File: config.mk
export PLATFORM = sky130hd
export DESIGN_NAME = map2pixel_stream
export DESIGN_NICKNAME = d
export VERILOG_FILES = /design/src/rtl/map_view_pkg.sv /design/src/rtl/map2pixel_calc.sv /design/src/rtl/map2pixel_stream.sv
export SDC_FILE = /design/constraint.sdc
export NUM_CORES = 1
export LEC_CHECK = 0
export BUFFER_PORTS_ARGS = -buffer_cell sky130_fd_sc_hd__buf_2
export CAP_MARGIN = 20
export CORE_MARGIN = 10
export CORE_UTILIZATION = 39
export CTS_CLUSTER_SIZE = 28
export DETAILED_ROUTE_END_ITERATION = 10
export MAX_ROUTING_LAYER = met4
export PLACE_DENSITY = 0.69
export SYNTH_ARGS = -nofsm -noshare
export SYNTH_HDL_FRONTEND = slang
export SYNTH_SLANG_ARGS = --single-unit
File: constraint.sdc
create_clock -name clk -period 9 [get_ports clk]
set_clock_uncertainty 0.1 [all_clocks]
set_input_delay 0.9 -clock clk [delete_from_list [all_inputs] [get_ports clk]]
set_output_delay 0.9 -clock clk [all_outputs]
set_load 0.01 [all_outputs]
File: src/rtl/map_view_pkg.sv
// Shared view constants and helpers for the map<->pixel mapping; used by both
// lookup directions so the centre and scale always agree.
package map_view_pkg;

    localparam int SCREEN_W = 320;
    localparam int SCREEN_H = 240;
    localparam int CENTER_X = 160;
    localparam int CENTER_Y = 120;

    typedef enum logic [1:0] {
        RATE_X1 = 2'd0,
        RATE_X2 = 2'd1,
        RATE_X4 = 2'd2,
        RATE_X8 = 2'd3
    } rate_e;

    function automatic logic [3:0] cell_size(input logic [1:0] rate);
        return 4'd1 << rate;
    endfunction

    // Top-left corner test; the sign bit rejects anything left of / above the view.
    function automatic logic in_view(input logic signed [13:0] px,
                                     input logic signed [13:0] py,
                                     input int w,
                                     input int h);
        return !px[13] && (px[12:0] < 13'(w)) && !py[13] && (py[12:0] < 13'(h));
    endfunction

endpackage

File: src/rtl/map2pixel_calc.sv
// Combinational map-point to pixel mapping for one view: scaled offset, pixel
// position and visibility. No state, no handshake.
module map2pixel_calc
    import map_view_pkg::*;
#(
    parameter int SCREEN_W = map_view_pkg::SCREEN_W,
    parameter int SCREEN_H = map_view_pkg::SCREEN_H
) (
    input  logic [8:0]         map_x,
    input  logic [8:0]         map_y,
    input  logic [8:0]         m_v,
    input  logic [8:0]         n_v,
    input  logic [1:0]         rate_v,
    output logic signed [13:0] sx,
    output logic signed [13:0] sy,
    output logic signed [13:0] px,
    output logic signed [13:0] py,
    output logic               visible
);

    logic signed [9:0] dx;
    logic signed [9:0] dy;

    // Widen before subtracting so map offsets never wrap at 9 bits.
    assign dx = $signed({1'b0, map_x}) - $signed({1'b0, m_v});
    assign dy = $signed({1'b0, map_y}) - $signed({1'b0, n_v});

    assign sx = $signed({{4{dx[9]}}, dx}) <<< rate_v;
    assign sy = $signed({{4{dy[9]}}, dy}) <<< rate_v;

    assign px = sx + 14'(CENTER_X);
    assign py = sy + 14'(CENTER_Y);

    assign visible = in_view(px, py, SCREEN_W, SCREEN_H);

endmodule

File: src/rtl/map2pixel_stream.sv
// Two-stage map->pixel stream with frame-synchronous view, clipping and per-frame
// visible/dropped counters; latency 2, clipped points never stall the pipe.
module map2pixel_stream
    import map_view_pkg::*;
#(
    parameter int CNT_W    = 16,
    parameter int SCREEN_W = 320,
    parameter int SCREEN_H = 240
) (
    input  logic             clk,
    input  logic             rst,
    input  logic             frame_start,
    input  logic [8:0]       m,
    input  logic [8:0]       n,
    input  logic [1:0]       rate,
    input  logic             in_valid,
    output logic             in_ready,
    input  logic [8:0]       in_map_x,
    input  logic [8:0]       in_map_y,
    output logic             out_valid,
    input  logic             out_ready,
    output logic [8:0]       out_px,
    output logic [8:0]       out_py,
    output logic [3:0]       out_size,
    output logic [CNT_W-1:0] frame_visible,
    output logic [CNT_W-1:0] frame_dropped
);

    logic [8:0]  m_v_q, n_v_q;
    logic [1:0]  rate_v_q;

    logic               s1_vld_q;
    logic signed [13:0] s1_sx_q, s1_sy_q;
    logic [1:0]         s1_rate_q;

    logic        out_vld_q;
    logic [8:0]  out_px_q, out_py_q;
    logic [3:0]  out_size_q;

    logic [CNT_W-1:0] vis_cnt_q, vis_cnt_d;
    logic [CNT_W-1:0] drop_cnt_q, drop_cnt_d;
    logic [CNT_W-1:0] frame_vis_q, frame_drop_q;

    logic signed [13:0] c_sx, c_sy, c_px, c_py;
    logic               c_vis;
    logic               unused_calc;

    logic               s2_adv, s1_adv;
    logic signed [13:0] s2_px, s2_py;
    logic               s2_vis, vis_ev, drop_ev;

    map2pixel_calc #(
        .SCREEN_W (SCREEN_W),
        .SCREEN_H (SCREEN_H)
    ) u_calc (
        .map_x   (in_map_x),
        .map_y   (in_map_y),
        .m_v     (m_v_q),
        .n_v     (n_v_q),
        .rate_v  (rate_v_q),
        .sx      (c_sx),
        .sy      (c_sy),
        .px      (c_px),
        .py      (c_py),
        .visible (c_vis)
    );

    // Centre add and clip are deferred to S2 to split the adder chain.
    assign unused_calc = ^{c_px, c_py, c_vis};

    assign s2_adv   = !out_vld_q || out_ready;
    assign s1_adv   = s2_adv || !s1_vld_q;
    assign in_ready = s1_adv;

    assign s2_px   = s1_sx_q + 14'(CENTER_X);
    assign s2_py   = s1_sy_q + 14'(CENTER_Y);
    assign s2_vis  = in_view(s2_px, s2_py, SCREEN_W, SCREEN_H);
    assign vis_ev  = s2_adv && s1_vld_q && s2_vis;
    assign drop_ev = s2_adv && s1_vld_q && !s2_vis;

    always_ff @(posedge clk or posedge rst) begin
        if (rst) begin
            m_v_q    <= 9'(CENTER_X);
            n_v_q    <= 9'(CENTER_Y);
            rate_v_q <= RATE_X1;
        end else if (frame_start) begin
            m_v_q    <= m;
            n_v_q    <= n;
            rate_v_q <= rate;
        end
    end

    always_ff @(posedge clk or posedge rst) begin
        if (rst) begin
            s1_vld_q  <= 1'b0;
            s1_sx_q   <= '0;
            s1_sy_q   <= '0;
            s1_rate_q <= RATE_X1;
        end else if (s1_adv) begin
            s1_vld_q <= in_valid;
            if (in_valid) begin
                s1_sx_q   <= c_sx;
                s1_sy_q   <= c_sy;
                s1_rate_q <= rate_v_q;
            end
        end
    end

    always_ff @(posedge clk or posedge rst) begin
        if (rst) begin
            out_vld_q  <= 1'b0;
            out_px_q   <= '0;
            out_py_q   <= '0;
            out_size_q <= 4'd1;
        end else if (s2_adv) begin
            out_vld_q <= vis_ev;
            if (vis_ev) begin
                out_px_q   <= s2_px[8:0];
                out_py_q   <= s2_py[8:0];
                out_size_q <= cell_size(s1_rate_q);
            end
        end
    end

    always_comb begin
        vis_cnt_d  = vis_cnt_q;
        drop_cnt_d = drop_cnt_q;
        if (vis_ev && (vis_cnt_q != '1)) begin
            vis_cnt_d = vis_cnt_q + 1'b1;
        end
        if (drop_ev && (drop_cnt_q != '1)) begin
            drop_cnt_d = drop_cnt_q + 1'b1;
        end
    end

    // Snapshot takes the already-incremented counts so frame_start-cycle events close the old frame.
    always_ff @(posedge clk or posedge rst) begin
        if (rst) begin
            vis_cnt_q    <= '0;
            drop_cnt_q   <= '0;
            frame_vis_q  <= '0;
            frame_drop_q <= '0;
        end else if (frame_start) begin
            vis_cnt_q    <= '0;
            drop_cnt_q   <= '0;
            frame_vis_q  <= vis_cnt_d;
            frame_drop_q <= drop_cnt_d;
        end else begin
            vis_cnt_q  <= vis_cnt_d;
            drop_cnt_q <= drop_cnt_d;
        end
    end

    assign out_valid     = out_vld_q;
    assign out_px        = out_px_q;
    assign out_py        = out_py_q;
    assign out_size      = out_size_q;
    assign frame_visible = frame_vis_q;
    assign frame_dropped = frame_drop_q;

endmodule

==> impl_metrics.tcl <==
set metrics [dict create \
    status "complete, no violations" \
    synth-compound-area-share_pct 16.8 \
    cts-root-buf "clkbuf_16" \
    die_w_um 156 \
    syn_inst 761 \
    grt_pass1_vias 5636 \
    antenna_found_initial 0 \
    place_congestion 0.857 \
    synth_top_family_by_area "simple AND/OR/NAND/NOR gates" \
    grt_max_degree 102 \
    io_pins 99 \
    fin_crit_sh_pct 38.7 \
    drv_slew 0 \
    cp-start-kind "flop" \
    syn_avg_cell_area_um2 9.47 \
    ant_nets 0 \
    maxCapViolations 0 \
    placed_cells 1055 \
    hp-class "flop to flop" \
    final_cell_mix "dfrtp_1 (129), buf_2 (97), nor2_1 (81)" \
    synth-edff-count 0 \
    clkPwrFrac_pct 40.4 \
    fin_cells 1087 \
    synth_cell_types 60 \
    final_common_cell "dfrtp_1" \
    cts.repair.resized 0 \
    yosys.area_share.adder_pct 4.37 \
    min_period_ns 3.48 \
    critPathSlowestCell "nor2_1" \
    netlist.top_cell.by_area "dfrtp_1" \
    cp_max_fo 30 \
    syn_to_final_growth_pct 18.1 \
    setup_violations 0 \
    cts_hold_buf 0 \
    wl_per_cell_um 15.4 \
    drive_gt1_share_pct 21.3 \
    worstSetupPathType "flop to flop" \
    overflow 0 \
    tns_ns 0 \
    clock-sinks 136 \
    cp_cell_sequence "inv_1 -> ha_1 -> or3b_1 -> a211o_1 -> a32oi_1 -> o2111ai_2 -> buf_4 -> nor2_1 -> nor3_1 -> mux2_2" \
    rsz0062_at_grt "false" \
    p_comb_share_pct 19.5 \
    synth_warnings 0 \
    clk_pin_slew_ns 0.06 \
    end_kind "flop" \
    synth-main-ff-cell "dfrtp_1" \
    irDropWorstVdd_uv 145 \
    initial_utilization_pct 39.9 \
    max-slew-margin-rel_pct 37.3 \
    yosys.area_share.xor_xnor_pct 3.89 \
    cts_max_path_buffers 2 \
    total_leakage_power_nw 3.86 \
    ys_seq_elements 136 \
    timing.critical_path.buf_inv 2 \
    synth_area_leaders "dfrtp_1 (45%), o21ai_0 (4.4%), nor2_1 (4.2%)" \
    grt_util_all_layers_pct 14.7 \
    p_per_area_nw_per_um2 214 \
    synth-simple-area-share_pct 18.3 \
    async_reset_ff_share_pct 100 \
    hold_viol_final 0 \
    place_hpwl_mm 11.9 \
    drt_pre_antenna_iters 5 \
    cts-htree-levels 4 \
    cts_setup_buffers 0 \
    dieArea_um2 24300 \
    fp.dieH_um 156 \
    cts_tree "built" \
    internal-power_mw 1.28 \
    ys_seq_area_share_pct 47.3 \
    synthMuxAreaShare_pct 5.16 \
    num_vias 5706 \
    route.detailed.drc 0 \
    syn_nets 828 \
    fmax_mhz 287 \
    row_count 49 \
    slowest_delay_ns 0.74 \
    seq_power_share_pct 40.1 \
    p_sw_mw 0.548 \
    worst_pin_slew_ns 0.937 \
    synth_area_um2 7210 \
    core_area_um2 18100 \
    portBuffers 98 \
    dr.first_iter.drc_count 422 \
    crit_required_ns 9.21 \
    routed_wl_mm 16.7 \
    antenna_cells 0 \
    grt_pass1_wl_mm 28.5 \
    critPathTopFamily "simple AND/OR/NAND/NOR gates" \
    layout.nets 912 \
    swShare_pct 30.0 \
    netlist.area_leader.share_pct 44.8 \
    via_per_inst 5.25 \
    arrival_ns 3.69 \
    clkLatencyLatePin_ns 0.43 \
    cts_buffers 17 \
]
## layout make-up
| cell class | count | area, µm² |
|---|---|---|
| Multi-Input combinational cell | 549 | 3510 |
| Timing Repair Buffer | 105 | 546 |
| Clock buffer | 18 | 439 |
| Inverter | 36 | 140 |
| Tap cell | 229 | 287 |
| Fill cell | 1696 | 9570 |
| Sequential cell | 136 | 3410 |
| Clock inverter | 14 | 185 |
## Yosys cell counts (all sizes together) (3+ instances only)
cell	instances
a211o	4
a21oi	48
a22o	4
a31oi	19
and2	5
and3	5
and4	3
buf	8
clkbuf	32
dfrtp	129
dfstp	7
ha	22
inv	36
mux2	23
mux2i	9
nand2	70
nand2b	5
nand3	23
nand3b	5
nand4	6
nor2	81
nor2b	10
nor3	13
nor3b	4
nor4	12
o2111ai	3
o211ai	5
o21a	7
o21ai	63
o21ba	3
o221ai	3
o31a	7
o31ai	11
o41ai	5
or2	5
or3	4
or4	9
xnor2	20
xor2	12
## worst paths after layout
check | cells past startpoint | slack [ns] | from | endpoint
max in group asynchronous | 3 | 7.14 | rst | n_v_q[5]$_DFFE_PP1P_
hold reg to reg | 2 | 0.38 | s1_sx_q[0]$_DFFE_PP0P_ | s1_sx_q[0]$_DFFE_PP0P_
min in group asynchronous | 2 | 0.56 | rst | out_px[8]$_DFFE_PP0P_
hold / removal | 2 | 0.38 | s1_sx_q[0]$_DFFE_PP0P_ | s1_sx_q[0]$_DFFE_PP0P_
setup reg to reg | 10 | 5.52 | s1_sy_q[3]$_DFFE_PP0P_ | drop_cnt_q[14]$_DFF_PP0_
setup / recovery | 10 | 5.52 | s1_sy_q[3]$_DFFE_PP0P_ | drop_cnt_q[14]$_DFF_PP0_
## worst register-to-register path, stage by stage (launching register included)
cell and delay, ns:
dfrtp_1 0.45, inv_1 0.09, ha_1 0.19, or3b_1 0.41, a211o_1 0.31, a32oi_1 0.19
o2111ai_2 0.12, buf_4 0.27, nor2_1 0.76, nor3_1 0.16, mux2_2 0.33
## logic make-up (layout without fill, tap and decap cells)
family                     count (synthesis)  count (layout)
AOI/OAI and AO/OA                        195             195
xor gates and xnor gates                  32              32
adders and majority gates                 24              24
buffers and inverters                     76             173
DFF                                      136             136
muxes                                     33              33
and+or+nand+nor                          265             265
## sequential cells by signal, indices dropped and copies added (netlist names)
| signal | count |
|---|---|
| drop_cnt_q | 16 |
| frame_dropped | 16 |
| frame_visible | 16 |
| m_v_q | 9 |
| n_v_q | 9 |
| out_px | 9 |
| out_py | 9 |
| out_size | 4 |
| out_valid | 1 |
| rate_v_q | 2 |
| s1_rate_q | 2 |
| s1_sx_q | 13 |
| s1_sy_q | 13 |
| s1_vld_q | 1 |
| vis_cnt_q | 16 |
## per-layer routing
metal | up-vias | track usage [%] | wire length, µm
met5 | - | - | 0
met4 | 0 | 3.91 | 167
met3 | 13 | 3.86 | 799
met2 | 128 | 20.7 | 7290
met1 | 2670 | 20.5 | 8490
li1 | 2895 | - | -
## stage by stage
| step | hold WS [ns] | area, µm² | power [mW] | utilization (%) | setup slack, ns |
|---|---|---|---|---|---|
| after global placement | 0.361 | 7890 | 1.09 | 43.6 | 5.39 |
| after detailed placement | 0.356 | 7890 | 1.10 | 43.6 | 5.35 |
| after global routing | 0.387 | 8510 | 1.92 | 47.1 | 5.17 |
| after CTS | 0.372 | 8510 | 1.84 | 47.1 | 5.55 |
| after floorplan | 0.338 | 7210 | 0.985 | - | 4.37 |
| final | 0.377 | 8510 | 1.82 | 47.1 | 5.52 |
## power by group through the flow
stage / clock [mW] / sequential [mW] / combinational (mW)
2_1_floorplan: 0 / 0.736 / 0.249
3_3_place_gp: 0 / 0.740 / 0.351
3_5_place_dp: 0 / 0.743 / 0.355
4_1_cts: 0.753 / 0.732 / 0.358
5_1_grt: 0.780 / 0.743 / 0.402
6_report: 0.737 / 0.732 / 0.356
(Power assumes the default switching activity.)
